`config.mk`:
```
export PLATFORM = sky130hd
export DESIGN_NAME = qwait_ctrl
export DESIGN_NICKNAME = d
export VERILOG_FILES = /design/src/rtl/cc_pkg.sv /design/src/rtl/qw_down_cnt.sv /design/src/rtl/qwait_ctrl.sv
export SDC_FILE = /design/constraint.sdc
export NUM_CORES = 1
export LEC_CHECK = 0
export ABC_AREA = 1
export CORE_MARGIN = 3
export CORE_UTILIZATION = 54
export DETAILED_ROUTE_END_ITERATION = 7
export GPL_TIMING_DRIVEN = 0
export PLACE_DENSITY = 0.86
export REMOVE_ABC_BUFFERS = 1
export SLEW_MARGIN = 20
export SYNTH_ARGS = -nofsm -noshare
export SYNTH_HDL_FRONTEND = slang
export SYNTH_SLANG_ARGS = --single-unit
```
`constraint.sdc`:
```
create_clock -name clk -period 3.2 [get_ports clk]
set_input_delay 0.32 -clock clk [delete_from_list [all_inputs] [get_ports clk]]
set_output_delay 0.32 -clock clk [all_outputs]
set_load 0.005 [all_outputs]
```
`src/rtl/cc_pkg.sv`:
```
// cc_pkg: shared CC pipeline types and default widths
package cc_pkg;
  typedef enum logic {QW_IDLE, QW_WAIT} qw_state_t;
  localparam int QW_CNT_W = 20;
  localparam int CC_TS_W = 32;
endpackage

```
`src/rtl/qw_down_cnt.sv`:
```
// qw_down_cnt: loadable down-counter (clr > load > en); ports clk, rst, clr, load, load_val, en, cnt, zero
module qw_down_cnt #(
  parameter int W = 20
) (
  input  logic         clk,
  input  logic         rst,
  input  logic         clr,
  input  logic         load,
  input  logic [W-1:0] load_val,
  input  logic         en,
  output logic [W-1:0] cnt,
  output logic         zero
);
  assign zero = cnt == '0;
  always_ff @(posedge clk or posedge rst)
    if (rst) cnt <= '0;
    else if (clr) cnt <= '0;
    else if (load) cnt <= load_val;
    else if (en && !zero) cnt <= cnt - 1'b1;
endmodule

```
`src/rtl/qwait_ctrl.sv`:
```
// qwait_ctrl: QWAIT sequencer; ports clk, rst, tick_en, flush, qw_valid, qw_cycles -> qw_ready, qw_done, stall, remain, timeline, ts_wrap
module qwait_ctrl
  import cc_pkg::*;
#(
  parameter int CNT_W = QW_CNT_W,
  parameter int TS_W  = CC_TS_W
) (
  input  logic             clk,
  input  logic             rst,
  input  logic             tick_en,
  input  logic             flush,
  input  logic             qw_valid,
  input  logic [CNT_W-1:0] qw_cycles,
  output logic             qw_ready,
  output logic             qw_done,
  output logic             stall,
  output logic [CNT_W-1:0] remain,
  output logic [TS_W-1:0]  timeline,
  output logic             ts_wrap
);
  qw_state_t state_q, state_d;
  logic accept, in_wait, wait_tick, last, zero, done_d;
  logic [TS_W:0] tl_sum;
  assign accept    = qw_valid & qw_ready;
  assign in_wait   = state_q == QW_WAIT;
  assign wait_tick = in_wait & tick_en & ~flush;
  assign last      = wait_tick & (remain == CNT_W'(1));
  assign done_d    = (accept & (qw_cycles == '0)) | last;
  assign tl_sum    = {1'b0, timeline} + 1'b1;
  qw_down_cnt #(.W(CNT_W)) u_cnt (
    .clk(clk),
    .rst(rst),
    .clr(flush),
    .load(accept),
    .load_val(qw_cycles),
    .en(wait_tick),
    .cnt(remain),
    .zero(zero)
  );
  always_ff @(posedge clk or posedge rst)
    if (rst) state_q <= QW_IDLE;
    else state_q <= state_d;
  // a WAIT with an already-empty counter is unreachable; zero only guards against lockup
  always_comb
    state_d = flush ? QW_IDLE :
              !in_wait ? ((accept && qw_cycles != '0) ? QW_WAIT : QW_IDLE) :
              (last || zero) ? QW_IDLE : QW_WAIT;
  always_comb begin
    stall    = in_wait;
    qw_ready = ~in_wait & ~flush;
  end
  always_ff @(posedge clk or posedge rst)
    if (rst) begin
      qw_done  <= 1'b0;
      timeline <= '0;
      ts_wrap  <= 1'b0;
    end else begin
      qw_done <= done_d;
      if (wait_tick) begin
        timeline <= tl_sum[TS_W-1:0];
        if (tl_sum[TS_W]) ts_wrap <= 1'b1;
      end
    end
endmodule

```
==> results of run 1 <==
[critical path, delay by kind of cell]
| family | cells | cell delay (ns) |
|---|---|---|
| simple gates | 7 | 1.53 |
| buf+inv | 3 | 1.06 |
[metal layers]
layer  vias up  part of all wire
li1       1625                 -
met1      1631              0.43
met2       145              0.48
met3        12             0.078
met4         0             0.011
met5         -                 0
[sequential cells by signal, indices dropped and copies added, names as in the netlist]
name       count
timeline      32
qw_done        1
stall          1
ts_wrap        1
u_cnt.cnt     20
[final cells by class]
cell class / count / area, um^2 / area share
clock buffers: 6 / 72.57 / 0.01677
well taps: 75 / 93.84 / 0.02169
flip-flops and latches: 55 / 1376 / 0.3181
repair buffers: 80 / 800.8 / 0.1851
multi-input cells: 344 / 1778 / 0.4109
clock inverters: 2 / 17.52 / 0.004049
inverters: 49 / 187.7 / 0.04338
[cells by family after synthesis]
logic type                 synth area share
and+or+nand+nor                      0.3909
buffers and inverters               0.06768
DFF                                  0.4068
xor gates and xnor gates            0.07248
AOI/OAI and AO/OA                   0.04438
adders and majority gates           0.01479
muxes                              0.002959
[how the worst max path moves through the flow]
stage | start | end | slack, ns | depth (start not counted)
6_report | flush | u_cnt.cnt[11] | 0.49 | 10
5_1_grt | flush | u_cnt.cnt[11] | 0.28 | 10
4_1_cts | flush | u_cnt.cnt[11] | 0.56 | 10
3_5_place_dp | flush | u_cnt.cnt[11] | 0.23 | 10
3_3_place_gp | flush | u_cnt.cnt[11] | 0.26 | 10
2_1_floorplan | stall | u_cnt.cnt[11] | 1.37 | 9
[metrics by stage]
stage / std cells / worst slack, ns / hold WS (ns)
after floorplan: 448 / 1.368 / 0.4568
after global routing: 611 / 0.2840 / 0.5075
final: 611 / 0.4891 / 0.4422
after global placement: 603 / 0.2587 / 0.4460
after detailed placement: 603 / 0.2285 / 0.4577
after CTS: 611 / 0.5591 / 0.4838
[power groups by stage]
stage,registers [mW],clock network [mW],logic [mW]
floorplan,0.895,0,0.540
global placement,0.908,0,0.863
detailed placement,0.911,0,0.888
CTS,0.898,0.404,0.896
global route,0.918,0.435,1.02
finish,0.902,0.400,0.909
[cell usage in the layout (no fill, tap or decap), drive strengths merged]
master / synthesis / layout
nand2: 129 / 129
clkdlybuf4s50: 0 / 80
nor2: 69 / 69
dfrtp: 55 / 55
inv: 48 / 48
nand3: 46 / 46
nand4: 17 / 17
xor2: 16 / 16
o21ai: 16 / 16
xnor2: 12 / 12
or2: 6 / 6
nor4: 6 / 6
nor3: 6 / 6
clkbuf: 2 / 6
o22ai: 5 / 5
ha: 4 / 4
nand3b: 3 / 3
clkinv: 1 / 3
o21bai: 2 / 2
a21oi: 2 / 2
nor3b: 1 / 1
and3: 1 / 1
mux2i: 1 / 1
a21boi: 1 / 1
a31oi: 1 / 1
==> impl_metrics.json, run 1 <==
{
  "clock_latency_ns": 0.32,
  "dr.pass1.iters": 5,
  "start_util": 0.5647,
  "gp_congestion": 0.8786,
  "grt_pass1_wl_mm": 15.10,
  "grt_antenna_before_repair": 0,
  "vias": 3413,
  "synth-edff-count": 0,
  "final_area_um2": 4327,
  "post_cts_resized": 0,
  "ir_drop_mv": 0.2889,
  "ctsRootBufferMaster": "clkbuf_8",
  "worstPathCellList": "clkdlybuf4s50_1, nor2_1, nand2_1, nand2_1, inv_2, nand2_4, nand2_4, inv_1, nand2_1, nand2_1",
  "tightestPinTransition_ns": 0.9630,
  "io_pins": 81,
  "power_density_nw_per_um2": 511.0,
  "cellLeakagePower_nw": 2.094,
  "seq_power_share": 0.408,
  "clk_path_buf_depth": 2,
  "power_frac_comb": 0.411,
  "ys.flop_type": "dfrtp_1",
  "yosys.area.top_type": "dfrtp_1",
  "final_antenna_net_count": 0,
  "cts.clk_slew.worst_paths_ns": 0.10,
  "fillCellCount": 451,
  "grt_busiest_layer": "met2",
  "cts_tree": "done",
  "worst_clock_skew_ns": 0.007403,
  "drc_errors": 0,
  "r2r_cells": 9,
  "intPower_mw": 1.336,
  "synth_cell_types": 35,
  "design.die.area_um2": 7251,
  "async_reset_ff_frac": 1.000,
  "p_switching_mw": 0.8745,
  "cap_viol_max_count": 0,
  "cts_max_level": 2,
  "rr_endpoint": "u_cnt.cnt[11]",
  "path_class": "input pin to register",
  "cp_max_fo": 31,
  "clockPowerShare": 0.181,
  "cpPeakStageDelay_ns": 0.71,
  "rows": 28,
  "crit_top_cell": "nand2_1",
  "synth_top_area_frac": 0.4068,
  "post_cts_buffers": 0,
  "final_util": 0.7222,
  "drt-initial-drc-count": 239,
  "layout-drive-gt1-share": 0.05970,
  "rsz0062_at_grt": "no",
  "ys_ff_latch": 55,
  "relSlewSlack": 0.3564,
  "r2r_start": "stall",
  "die_w_um": 85.16,
  "finalHoldViolCount": 0,
  "fin_crit_ns": 2.711,
  "crit_required_ns": 3.41,
  "critPathSlowestCell": "nand2_1",
  "numCtsBuffers": 5,
  "synth_most_common_cell": "nand2_1",
  "fin_total_pwr_mw": 2.211,
  "syn-cell-area_um2": 3383,
  "gr-usage-met2": 0.4047,
  "holdBufCountCts": 0,
  "grt_use_total": 0.2560,
  "ys_seq_area_frac": 0.4068,
  "use_met3": 0.05437,
  "routed_wl_mm": 8.926,
  "post-route-period-util": 0.8471,
  "sw_frac_of_total": 0.3956,
  "grtUsageMet1": 0.3574,
  "drv_slew": 0,
  "synth_common_cells": "nand2_1 (124), nor2_1 (63), dfrtp_1 (55), inv_1 (46), nand3_1 (44)",
  "syn_to_final_growth_pct": 27.88,
  "die_height_um": 85.16,
  "startpoint_type": "input pin",
  "status": "finished, final reports clean",
  "yosys_warnings": 0,
  "overflow": 0,
  "avgSynthCellArea_um2": 7.419,
  "io_buffer_count": 80,
  "end_kind": "register",
  "dp_hpwl_mm": 6.588,
  "layout.nets": 564,
  "fmax_ghz": 0.3689,
  "reg2reg_slack_ns": 0.65,
  "vias_per_cell": 5.586,
  "ys_top_cells_by_area": "dfrtp_1 (41%), nand2_1 (14%), nor2_1 (7.0%)",
  "syn_inst": 456,
  "worstPathArrival_ns": 2.93,
  "coreArea_um2": 5991,
  "setup_viol": 0,
  "place_area_um2": 4237,
  "first_global_vias": 3181,
  "holdCritPathClass": "input pin to asynchronous set/reset pin",
  "cts_sinks": 55,
  "diodes": 0,
  "grt_max_degree": 56,
  "fin_setup_tns_ns": 0,
  "wl_per_cell_um": 14.61
}
(Power assumes the default switching activity.)
==> run 2: changes to the inputs <==
- CORE_UTILIZATION: 54 -> 45
- PLACE_DENSITY: 0.86 -> 0.76
- clock period: 3.2 -> 2.4 ns (I/O delays scaled with it)
==> run 2 against run 1 <==
Routed wire length fell by 0.13%. Global-route usage fell by 3.9 points. Utilization fell by 10 points. Power rose by 33%. Final area rose by 0.75%. Sequential power rose by 33%. First-iteration DRC count fell by 18%. Sequential cell count did not move. Largest cell class unchanged.
==> impl_metrics.json, run 2 (synthesis gave the netlist of run 1 again) <==
{
  "wl_per_cell_um": 14.10,
  "r2r_cells": 11,
  "cts_tree": "done",
  "cts_max_level": 2,
  "cellLeakagePower_nw": 2.097,
  "clk_path_buf_depth": 2,
  "vias_per_cell": 5.198,
  "tightestPinTransition_ns": 0.7920,
  "coreArea_um2": 7057,
  "rsz0062_at_grt": "no",
  "routed_wl_mm": 8.914,
  "cap_viol_max_count": 0,
  "diodes": 0,
  "post-route-period-util": 0.8880,
  "fin_total_pwr_mw": 2.941,
  "io_pins": 81,
  "worst-path-stages": 11,
  "holdBufCountCts": 0,
  "power_density_nw_per_um2": 674.6,
  "overflow": 0,
  "holdCritPathClass": "input pin to asynchronous set/reset pin",
  "final_antenna_net_count": 0,
  "fin_crit_ns": 2.131,
  "first_global_vias": 3210,
  "startpoint_type": "register",
  "layout_commonest_cell": "nand2_1",
  "fmax_ghz": 0.4692,
  "dpl.cell_count": 624,
  "ir_drop_mv": 0.2894,
  "regMostFlops": "timeline",
  "worstPathBufferInverterCount": 2,
  "path_class": "register to register",
  "critPathSlowestCell": "dfrtp_1",
  "cpPeakStageDelay_ns": 0.45,
  "seq_power_share": 0.408,
  "crit_family": "simple AND/OR/NAND/NOR gates",
  "drv_slew": 0,
  "worstPathCellList": "inv_1, ha_1, nand2_1, nor2_1, nand3_1, nand2_2, nand2_4, nand2_4, inv_1, nand2_1, nand2_1",
  "sw_frac_of_total": 0.3943,
  "fin_setup_tns_ns": 0,
  "crit_top_cell": "nand2_1",
  "grt_use_total": 0.2174,
  "syn_to_final_growth_pct": 28.85,
  "grt_max_degree": 56,
  "io_buffer_count": 80,
  "dp_hpwl_mm": 6.672,
  "relSlewSlack": 0.4701,
  "design.die.area_um2": 8595,
  "crit_required_ns": 2.60,
  "start_util": 0.4794,
  "end_kind": "register",
  "cts_sinks": 55,
  "numCtsBuffers": 5,
  "finalHoldViolCount": 0,
  "setup_viol": 0,
  "vias": 3285,
  "p_switching_mw": 1.160,
  "clock_latency_ns": 0.31,
  "layout_common_cells": "nand2_1 (123), clkdlybuf4s50_1 (80), nor2_1 (63)",
  "worst_clock_skew_ns": 0.01147,
  "drc_errors": 0,
  "worstPathArrival_ns": 2.34,
  "cts.clk_slew.worst_paths_ns": 0.11,
  "grt_pass1_wl_mm": 15.13,
  "cp_max_fo": 15,
  "grt_antenna_before_repair": 0,
  "clockPowerShare": 0.180,
  "layout-drive-gt1-share": 0.06157,
  "layout.nets": 564,
  "power_frac_comb": 0.411,
  "ctsRootBufferMaster": "clkbuf_8",
  "largest_reg_flops": 32,
  "die_w_um": 92.71,
  "gp_congestion": 0.9258,
  "intPower_mw": 1.781,
  "drt-initial-drc-count": 196,
  "fin_cells": 632,
  "die_height_um": 92.71,
  "dr.pass1.iters": 5,
  "status": "finished, final reports clean",
  "largestRegisters": "timeline (32), u_cnt.cnt (20)",
  "rows": 30
}
## run 2: cell types whose count changed in the layout (fill, tap and decap cells not counted), sizes merged
cell | before | now
clkinv | 3 | 1
clkinvlp | 0 | 1
inv | 48 | 49
## run 2: final timing paths
check                                 to  slack, ns          from
setup / recovery            u_cnt.cnt[5]       0.27  u_cnt.cnt[0]
hold / removal              timeline[14]       0.38           rst
setup reg to reg            u_cnt.cnt[5]       0.27  u_cnt.cnt[0]
hold reg to reg                  ts_wrap       0.48       ts_wrap
max in group asynchronous  u_cnt.cnt[13]       1.55           rst
min in group clk                 ts_wrap       0.48       ts_wrap
## run 2: timing repair
item,in CTS,in global routing
resized for setup,1,1
setup endpoints to repair,4,4
buffers inserted,0,0
cloned,0,0
## run 2: power by group through the flow
stage / clock [mW] / combinational, mW / sequential [mW]
4_1_cts: 0.543 / 1.20 / 1.20
6_report: 0.530 / 1.21 / 1.20
3_5_place_dp: 0 / 1.19 / 1.22
5_1_grt: 0.583 / 1.37 / 1.23
3_3_place_gp: 0 / 1.16 / 1.21
2_1_floorplan: 0 / 0.720 / 1.19
## run 2: routing by layer
metal	vias up	wire, um	GRT usage	share of wire
met3	14	545	0.04468	0.061
met2	106	4179	0.3468	0.47
li1	1624	-	-	-
met5	-	0	0	0
met1	1541	4066	0.3037	0.46
met4	0	121	0.05250	0.014
## run 2: per-stage QoR
step / worst slack (ns) / cell area (um^2) / util / hold WS [ns]
floorplan: 0.5678 / 3339 / - / 0.4000
global placement: -0.4200 / 4260 / 0.6037 / 0.4476
detailed placement: -0.4396 / 4263 / 0.6041 / 0.4621
CTS: 0.2088 / 4354 / 0.6170 / 0.4133
global route: 0.1086 / 4359 / 0.6177 / 0.4426
finish: 0.2689 / 4359 / 0.6177 / 0.3779
## run 2: cell type report
| class | count | area (um^2) |
|---|---|---|
| repair buffers | 80 | 800.8 |
| clock buffers | 6 | 72.57 |
| inverters | 49 | 187.7 |
| multi-input cells | 344 | 1785 |
| well taps | 96 | 120.1 |
| clock inverters | 2 | 16.27 |
| fillers | 682 | 2698 |
| flip-flops and latches | 55 | 1376 |
